<file path="src/rtl/data_mem_mmio_if.sv">
// Load/store bus between the core's memory stage and data_mem_mmio.
// master = core side, slave = memory side.
interface data_mem_mmio_if #(
    parameter int WIDTH = 32
);
    logic [WIDTH-1:0] addr;
    logic [WIDTH-1:0] write_data;
    logic             mem_write;
    logic [WIDTH-1:0] read_data;
    logic             misaligned;

    modport master (
        output addr, write_data, mem_write,
        input  read_data, misaligned
    );

    modport slave (
        input  addr, write_data, mem_write,
        output read_data, misaligned
    );
endinterface

</file>
<file path="src/rtl/data_mem_mmio.sv">
// Single-cycle data memory: word RAM plus MMIO window (GPIO, timer).
// Timer (CNT/CMP/STAT) is built only when DMEM_TIMER_EN is defined.
module data_mem_mmio #(
    parameter int          WIDTH      = 32,
    parameter int          DEPTH_BITS = 6,
    parameter logic [15:0] MMIO_HI    = 16'hFFFF
) (
    input  logic             clk,
    input  logic             reset,
    data_mem_mmio_if.slave   bus,
    output logic [WIDTH-1:0] gpio_out,
    output logic             timer_irq
);
    localparam int WORDS = 1 << DEPTH_BITS;

    logic [WIDTH-1:0]      ram [0:WORDS-1];
    logic [DEPTH_BITS-1:0] ram_idx;
    logic [15:0]           off;
    logic                  mmio_sel;
    logic                  store_ok;
    logic                  ram_we;
    logic                  mmio_we;
    logic                  is_gpio;
    logic [WIDTH-1:0]      gpio_q;
    logic [WIDTH-1:0]      rdata;

    assign mmio_sel = bus.addr[WIDTH-1:WIDTH-16] == MMIO_HI;
    assign ram_idx  = bus.addr[DEPTH_BITS+1:2];
    assign off      = bus.addr[15:0];
    assign is_gpio  = off == 16'h0000;

    assign bus.misaligned = bus.mem_write & (bus.addr[1:0] != 2'b00);

    // Stores in the reset cycle or with a bad alignment never land anywhere
    assign store_ok = bus.mem_write & ~bus.misaligned & ~reset;
    assign ram_we   = store_ok & ~mmio_sel;
    assign mmio_we  = store_ok & mmio_sel;

    always_ff @(posedge clk) begin
        if (ram_we) begin
            ram[ram_idx] <= bus.write_data;
        end
    end

    always_ff @(posedge clk) begin
        if (reset) begin
            gpio_q <= '0;
        end else if (mmio_we && is_gpio) begin
            gpio_q <= bus.write_data;
        end
    end

    assign gpio_out = gpio_q;

`ifdef DMEM_TIMER_EN
    localparam logic [WIDTH-1:0] ONE = {{(WIDTH-1){1'b0}}, 1'b1};

    logic             is_cnt;
    logic             is_cmp;
    logic             is_stat;
    logic [WIDTH-1:0] cnt_q;
    logic [WIDTH-1:0] cmp_q;
    logic             flag_q;

    assign is_cnt  = off == 16'h0004;
    assign is_cmp  = off == 16'h0008;
    assign is_stat = off == 16'h000C;

    always_ff @(posedge clk) begin
        if (reset) begin
            cnt_q  <= '0;
            cmp_q  <= '1;
            flag_q <= 1'b0;
        end else begin
            cnt_q <= (mmio_we && is_cnt) ? bus.write_data : cnt_q + ONE;
            if (mmio_we && is_cmp) begin
                cmp_q <= bus.write_data;
            end
            // A match on the same edge as a W1C clear keeps the flag set
            if (cnt_q == cmp_q) begin
                flag_q <= 1'b1;
            end else if (mmio_we && is_stat && bus.write_data[0]) begin
                flag_q <= 1'b0;
            end
        end
    end

    assign timer_irq = flag_q;
`else
    assign timer_irq = 1'b0;
`endif

    always_comb begin
        rdata = '0;
        if (!mmio_sel) begin
            rdata = ram[ram_idx];
        end else begin
            unique case (1'b1)
                is_gpio: rdata = gpio_q;
`ifdef DMEM_TIMER_EN
                is_cnt:  rdata = cnt_q;
                is_cmp:  rdata = cmp_q;
                is_stat: rdata = {{(WIDTH-1){1'b0}}, flag_q};
`endif
                default: rdata = '0;
            endcase
        end
    end

    assign bus.read_data = rdata;
endmodule

</file>
<file path="src/flat_wrapper.sv">
// flat-port wrapper written by rule: the top's interface ports become plain ports
module data_mem_mmio_flat 
#(
    parameter int          WIDTH      = 32,
    parameter int          DEPTH_BITS = 6,
    parameter logic [15:0] MMIO_HI    = 16'hFFFF
)
  (clk, reset, gpio_out, timer_irq, bus_addr, bus_write_data, bus_mem_write, bus_read_data, bus_misaligned);
  data_mem_mmio_if #(.WIDTH(WIDTH)) bus_i ();
  input  logic clk;
  input  logic reset;
  output logic [WIDTH-1:0] gpio_out;
  output logic timer_irq;
  input wire logic [$bits(bus_i.addr)-1:0] bus_addr;
  input wire logic [$bits(bus_i.write_data)-1:0] bus_write_data;
  input wire logic [$bits(bus_i.mem_write)-1:0] bus_mem_write;
  output wire logic [$bits(bus_i.read_data)-1:0] bus_read_data;
  output wire logic [$bits(bus_i.misaligned)-1:0] bus_misaligned;
  assign bus_i.addr = bus_addr;
  assign bus_i.write_data = bus_write_data;
  assign bus_i.mem_write = bus_mem_write;
  assign bus_read_data = bus_i.read_data;
  assign bus_misaligned = bus_i.misaligned;
  data_mem_mmio #(.WIDTH(WIDTH), .DEPTH_BITS(DEPTH_BITS), .MMIO_HI(MMIO_HI)) u_core (.clk(clk), .reset(reset), .bus(bus_i), .gpio_out(gpio_out), .timer_irq(timer_irq));
endmodule
</file>
<file path="config.mk">
export PLATFORM = sky130hd
export DESIGN_NAME = data_mem_mmio_flat
export DESIGN_NICKNAME = d
export VERILOG_FILES = /design/src/rtl/data_mem_mmio_if.sv /design/src/rtl/data_mem_mmio.sv /design/src/flat_wrapper.sv
export SDC_FILE = /design/constraint.sdc
export NUM_CORES = 2
export LEC_CHECK = 0
export BUFFER_PORTS_ARGS = -buffer_cell sky130_fd_sc_hd__buf_2
export CORE_ASPECT_RATIO = 1.5
export CORE_MARGIN = 4
export CORE_UTILIZATION = 31
export CTS_CLUSTER_SIZE = 24
export DETAILED_ROUTE_END_ITERATION = 7
export SETUP_SLACK_MARGIN = 0.3
export SYNTH_ARGS = -nofsm -noshare
export SYNTH_HDL_FRONTEND = slang
export SYNTH_SLANG_ARGS = --single-unit
</file>
<file path="constraint.sdc">
create_clock -name clk -period 3 [get_ports clk]
set_input_delay 0 -clock clk [delete_from_list [all_inputs] [get_ports clk]]
set_output_delay 0 -clock clk [all_outputs]
set_load 0.01 [all_outputs]
</file>
Word-level counts from Yosys, hierarchy flattened. Memory sizes are Yosys's and may differ from the RTL's. Index checks and enable logic that the tools add are counted.

Flip-flop bits (word level): 32. Memory bits (writable): 2048. Bits in latches: 0. Output and inout port bits: 66. Memories: 1. Word-level logic and storage cells: 18. ROM bits: 0. Input port bits: 67.

$lt $le $gt $ge: 0. Divide/modulo/power cells: 0. Shift operators: 0. Add/sub/neg operators: 0. Multiplexer cells: 4. Multipliers: 0. Eq/ne operators: 1. Reductions and logical operators: 3. Bitwise operators: 8.

Memory list: u_core.ram (words 64, width 32, read ports 1, clocked after memory_dff 0, write ports 1, line data_mem_mmio.sv:16) `logic [WIDTH-1:0] ram [0:WORDS-1];`.

Operators with widths (number): $mux 32 (2); $eq 16x16->1 const B (1); $logic_not 16->1 (1); $and 1x1->1 (5); $not 1->1 (3); $mux 1 (2); $reduce_bool 2->1 (1); $logic_and 1x1->1 (1).

Logic depth before layout (Yosys ltp).
Word-level depth: 8. Depth in mapped cells: 11. Depth with buffers taken out: 6.

Least setup slack after synthesis. OpenSTA, ideal clock, no wires.

Path type: input port to flip-flop. Start: in bus_addr[2]. End: mem u_core.ram[11][0], enable pin. Arrival: 2.706 ns. Slack: -0.127 ns. Stages: 9. Path buffers: 7. Library setup time: 0.421 ns. Required time: 2.579 ns. Cell sequence: buf_6 -> buf_6 -> buf_4 -> buf_6 -> buf_6 -> buf_2 -> buf_2 -> nand3_1 -> nor2_1.

RTL lines: start: declaration (line flat_wrapper.sv:14) `input wire logic [$bits(bus_i.addr)-1:0] bus_addr;`; end: declaration (line data_mem_mmio.sv:16).

No word-level cell before the write port.

Worst setup path in the final report.
Start: mem u_core.ram[26][21]. End: out bus_read_data[21].

Word-level cells in the longest chain between the ends: 2.

Ends and longest elaborated chain: $mem_v2 64x32; $mux 32 (line data_mem_mmio.sv:95) `if (!mmio_sel) begin`; end: declaration (line flat_wrapper.sv:17) `output wire logic [$bits(bus_i.read_data)-1:0] bus_read_data;`.

No other way between the ends.

==> out/qor.csv <==
stage;metric;value;unit
run_status;status;finished, violations left;
run_status;violations;negative setup slack;
timing;final.setup_skew;0;ns
worst_hold_path;min_from;bus_addr[2];
pwr;p_leak;31.4;nW
yosys;synth-simple-area-share;2.62;%
yosys;synthCells;4315;
cells_and_area;fillerInstances;23440;
global_route;grt_pass1_vias;48294;
setup_path;rr_endpoint;u_core.gpio_out[8];
clock_network;clk_pin_slew_worst_paths;0.08;ns
setup_path;critPathKind;flip-flop to output port;
placed_design;gp_congestion;0.910;
pwr;vdd_drop_max;0.464;mV
clock_network;cts_buffers;182;
yosys;synth_edf_count;2048;
global_route;grt_usage;20.8;%
timing;drv_slew;0;
pwr;comb_power_share;7.4;%
floorplanning;fp.dieW;424;microns
yosys;yosysSeqAreaShare;77.2;%
cells_and_area;drive_above_1_share;31.5;%
timing;rsz0062_at_grt;yes;
floorplanning;pin_count;133;
yosys;syn_area_per_cell;18.7;sq um
global_route;antenna_found_initial;17;
setup_path;cpMaxStageDelayCell;a222oi_1;
global_route;grt_overflow;0;
setup_path;crit_path_start_kind;flip-flop;
setup_path;rr_startpoint;u_core.gpio_out[8];
placed_design;dp_slack;-0.597;ns
worst_hold_path;hold_class;input port to flip-flop;
pwr;pwr-share-clk;39.2;%
floorplanning;die_area;268000;sq um
clock_network;cts_num_sinks;2080;
pwr;switching_share;22.4;%
floorplanning;rows;228;
timing;setup_viol;5;
yosys;synth_cell_types;75;
yosys;synthXorXnorAreaFrac;0;%
yosys;async_reset_ff_share;0;%
detailed_routing;avgRoutedWirePerCell;33.7;microns
detailed_routing;vias;48406;
timing;max_freq;0.310;GHz
clock_network;cts_root_buffer;clkbuf_16;
detailed_routing;initialDrtViolationCount;6638;
yosys;synth_fa_ha_area_share;0;%
detailed_routing;ant_nets;0;
yosys;synth_top_family_by_area;multiplexers;
global_route;grt_max_degree;66;
yosys;yosys_warnings;0;
setup_path;crit_arrival;3.23;ns
setup_path;crit_chain;mux2_4 -> a221o_1 -> a222oi_1 -> o22ai_1 -> buf_4 -> nor3_4 -> a21oi_2 -> buf_2;
flow_run;maxCapViolations;0;
yosys;synth_area_leaders;edfxtp_1, mux4_2, mux2_2, mux2i_1, a221oi_1;
clock_network;cts_buffer_depth;4;
timing;finalHoldViolCount;0;
yosys;synth_largest_area_cell;edfxtp_1;
placed_design;hpwl;188000;microns
floorplanning;core;258000;sq um
pwr;switchingPower;13.4;mW
pwr;p_seq_share;53.4;%
worst_hold_path;worstHoldPathCells;4;
setup_path;critPathMaxStageDelay;0.55;ns
timing;finalCriticalPeriod;3.23;ns
yosys;synth.most_common_cell;edfxtp_1;
yosys;synthMuxAreaShare;9.57;%
clock_network;cts_tree;built;
yosys;synthFlopType;edfxtp_1;
yosys;synth_compound_area_share;8.56;%
timing;tightestPinTransition;1.42;ns
yosys;ys_seq_elements;2080;
global_route;grt_pass1_wl;394000;microns
yosys;synth_commonest_cells;edfxtp_1, a221oi_1, mux2i_1, mux2_2, mux4_2;
pwr;p_int;46.4;mW
timing;finalCritPeriodShare;108;%
worst_hold_path;whs_endpoint;u_core.ram[43][8];
detailed_routing;drt_wl_total;287000;microns
yosys;synth_area;80500;sq um
timing;fin_ws;-0.229;ns
floorplanning;start_util;31.2;%
cells_and_area;syn_to_final_growth;22.0;%
setup_path;regToRegSetupSlack;1.81;ns
setup_path;cp-end-kind;output port;
clock_network;htreeDepth;4;
yosys;syn-num-nets;4382;
detailed_routing;via_per_inst;5.68;
yosys;synth_top_area_share;76.4;%
timing;slew_headroom;5.18;%
pwr;power.density;609;nW/um^2
timing;fin_setup_tns;-0.549;ns
detailed_routing;dr.pass1.iters;6;
floorplanning;die_y;632;microns
setup_path;crit_required;3.00;ns
cells_and_area;num-nets-final;5003;
setup_path;r2r.worst_path.cells;3;
timing;whs;0.0319;ns
clock_network;clk-insertion-delay-late;0.83;ns
placed_design;portBuffers;131;
setup_path;cp_max_fo;1;
detailed_routing;remaining_drc_errors;0;
==> placed cells by master, fill, tap and decap left out, drive strengths merged, types with 17 or more instances in the layout <==
master	n
a21oi	137
a221o	40
a221oi	198
a22o	53
a22oi	141
a31oi	40
buf	712
bufinv	17
clkbuf	224
clkinv	72
dfxtp	32
dlygate4sd3	32
edfxtp	2048
mux2	173
mux2i	192
mux4	170
nand2	144
nand2b	40
nand3	31
nor2	134
o21ai	116
o22ai	89
o2bb2ai	28
==> worst max-delay path, delay by kind of cell (launching register included) <==
kind	cells	cell delay, ns
AND/OR/NAND/NOR	1	0.31
multiplexers	1	0.27
flip-flops	1	0.38
AO/OA/AOI/OAI	4	1.08
buffers and inverters	2	0.35
==> through the flow <==
step / utilization [%] / instance area (sq um) / power, mW / std cells
2_1_floorplan: - / 80600 / 34.2 / 4315
3_3_place_gp: 35.1 / 90500 / 36.5 / 8170
3_5_place_dp: 35.1 / 90500 / 36.6 / 8170
4_1_cts: 37.9 / 97800 / 59.9 / 8522
5_1_grt: 38.1 / 98300 / 61.3 / 8524
6_report: 38.1 / 98300 / 59.8 / 8527
==> logic make-up after synthesis <==
| logic type | count (synthesis) |
|---|---|
| flip-flops | 2080 |
| AO/OA/AOI/OAI | 947 |
| multiplexers | 535 |
| AND/OR/NAND/NOR | 442 |
| buffers and inverters | 310 |
| other | 1 |
==> state kept, by name, summed over array words and instances, names as in the netlist <==
signal and count:
u_core.gpio_out 32, u_core.ram 2048
==> layout make-up <==
| class | count | area (sq um) | share of cell area, % |
|---|---|---|---|
| clock buffers | 224 | 4840 | 4.92 |
| flip-flops and latches | 2080 | 62100 | 63.2 |
| multi-input cells | 1925 | 18900 | 19.2 |
| clock inverters | 96 | 887 | 0.903 |
| diodes | 5 | 12.5 | 0.0127 |
| inverters | 3 | 21.3 | 0.0216 |
| repair buffers | 744 | 7170 | 7.29 |
| well taps | 3450 | 4320 | 4.39 |
==> worst max path at each step <==
stage	slack, ns	to	from	depth (start not counted)
CTS	-0.24	bus_read_data[21]	u_core.ram[27][21]	8
global placement	-0.59	bus_read_data[21]	bus_addr[2]	10
global route	-0.25	bus_read_data[21]	u_core.ram[27][21]	8
detailed placement	-0.60	bus_read_data[21]	bus_addr[2]	10
floorplan	-0.13	u_core.ram[11][0]	bus_addr[2]	9
finish	-0.23	bus_read_data[21]	u_core.ram[26][21]	8
==> per-layer routing <==
metal | GRT usage (%) | routed length (microns) | vias to the layer above
met2 | 34.9 | 140000 | 3194
met4 | 12.0 | 19600 | 16
li1 | - | - | 19177
met3 | 4.04 | 27700 | 774
met1 | 24.9 | 100000 | 25245
met5 | 0 | 105 | -
==> power by group through the flow <==
stage / Combinational, mW / Sequential, mW / Clock, mW
after global placement: 3.97 / 32.6 / 0
after floorplan: 1.62 / 32.6 / 0
final: 4.45 / 31.9 / 23.4
after detailed placement: 4.01 / 32.6 / 0
after global routing: 4.57 / 31.9 / 24.8
after CTS: 4.33 / 31.9 / 23.7
==> what timing repair did <==
action,4_1_cts,5_1_grt
pin swaps,100,63
hold buffers,32,0
endpoints found under the hold margin,1173,0
setup endpoints to repair,32,32
setup buffers,0,0
resized for setup,256,85
Note: power is estimated with default switching activity, not from simulation.
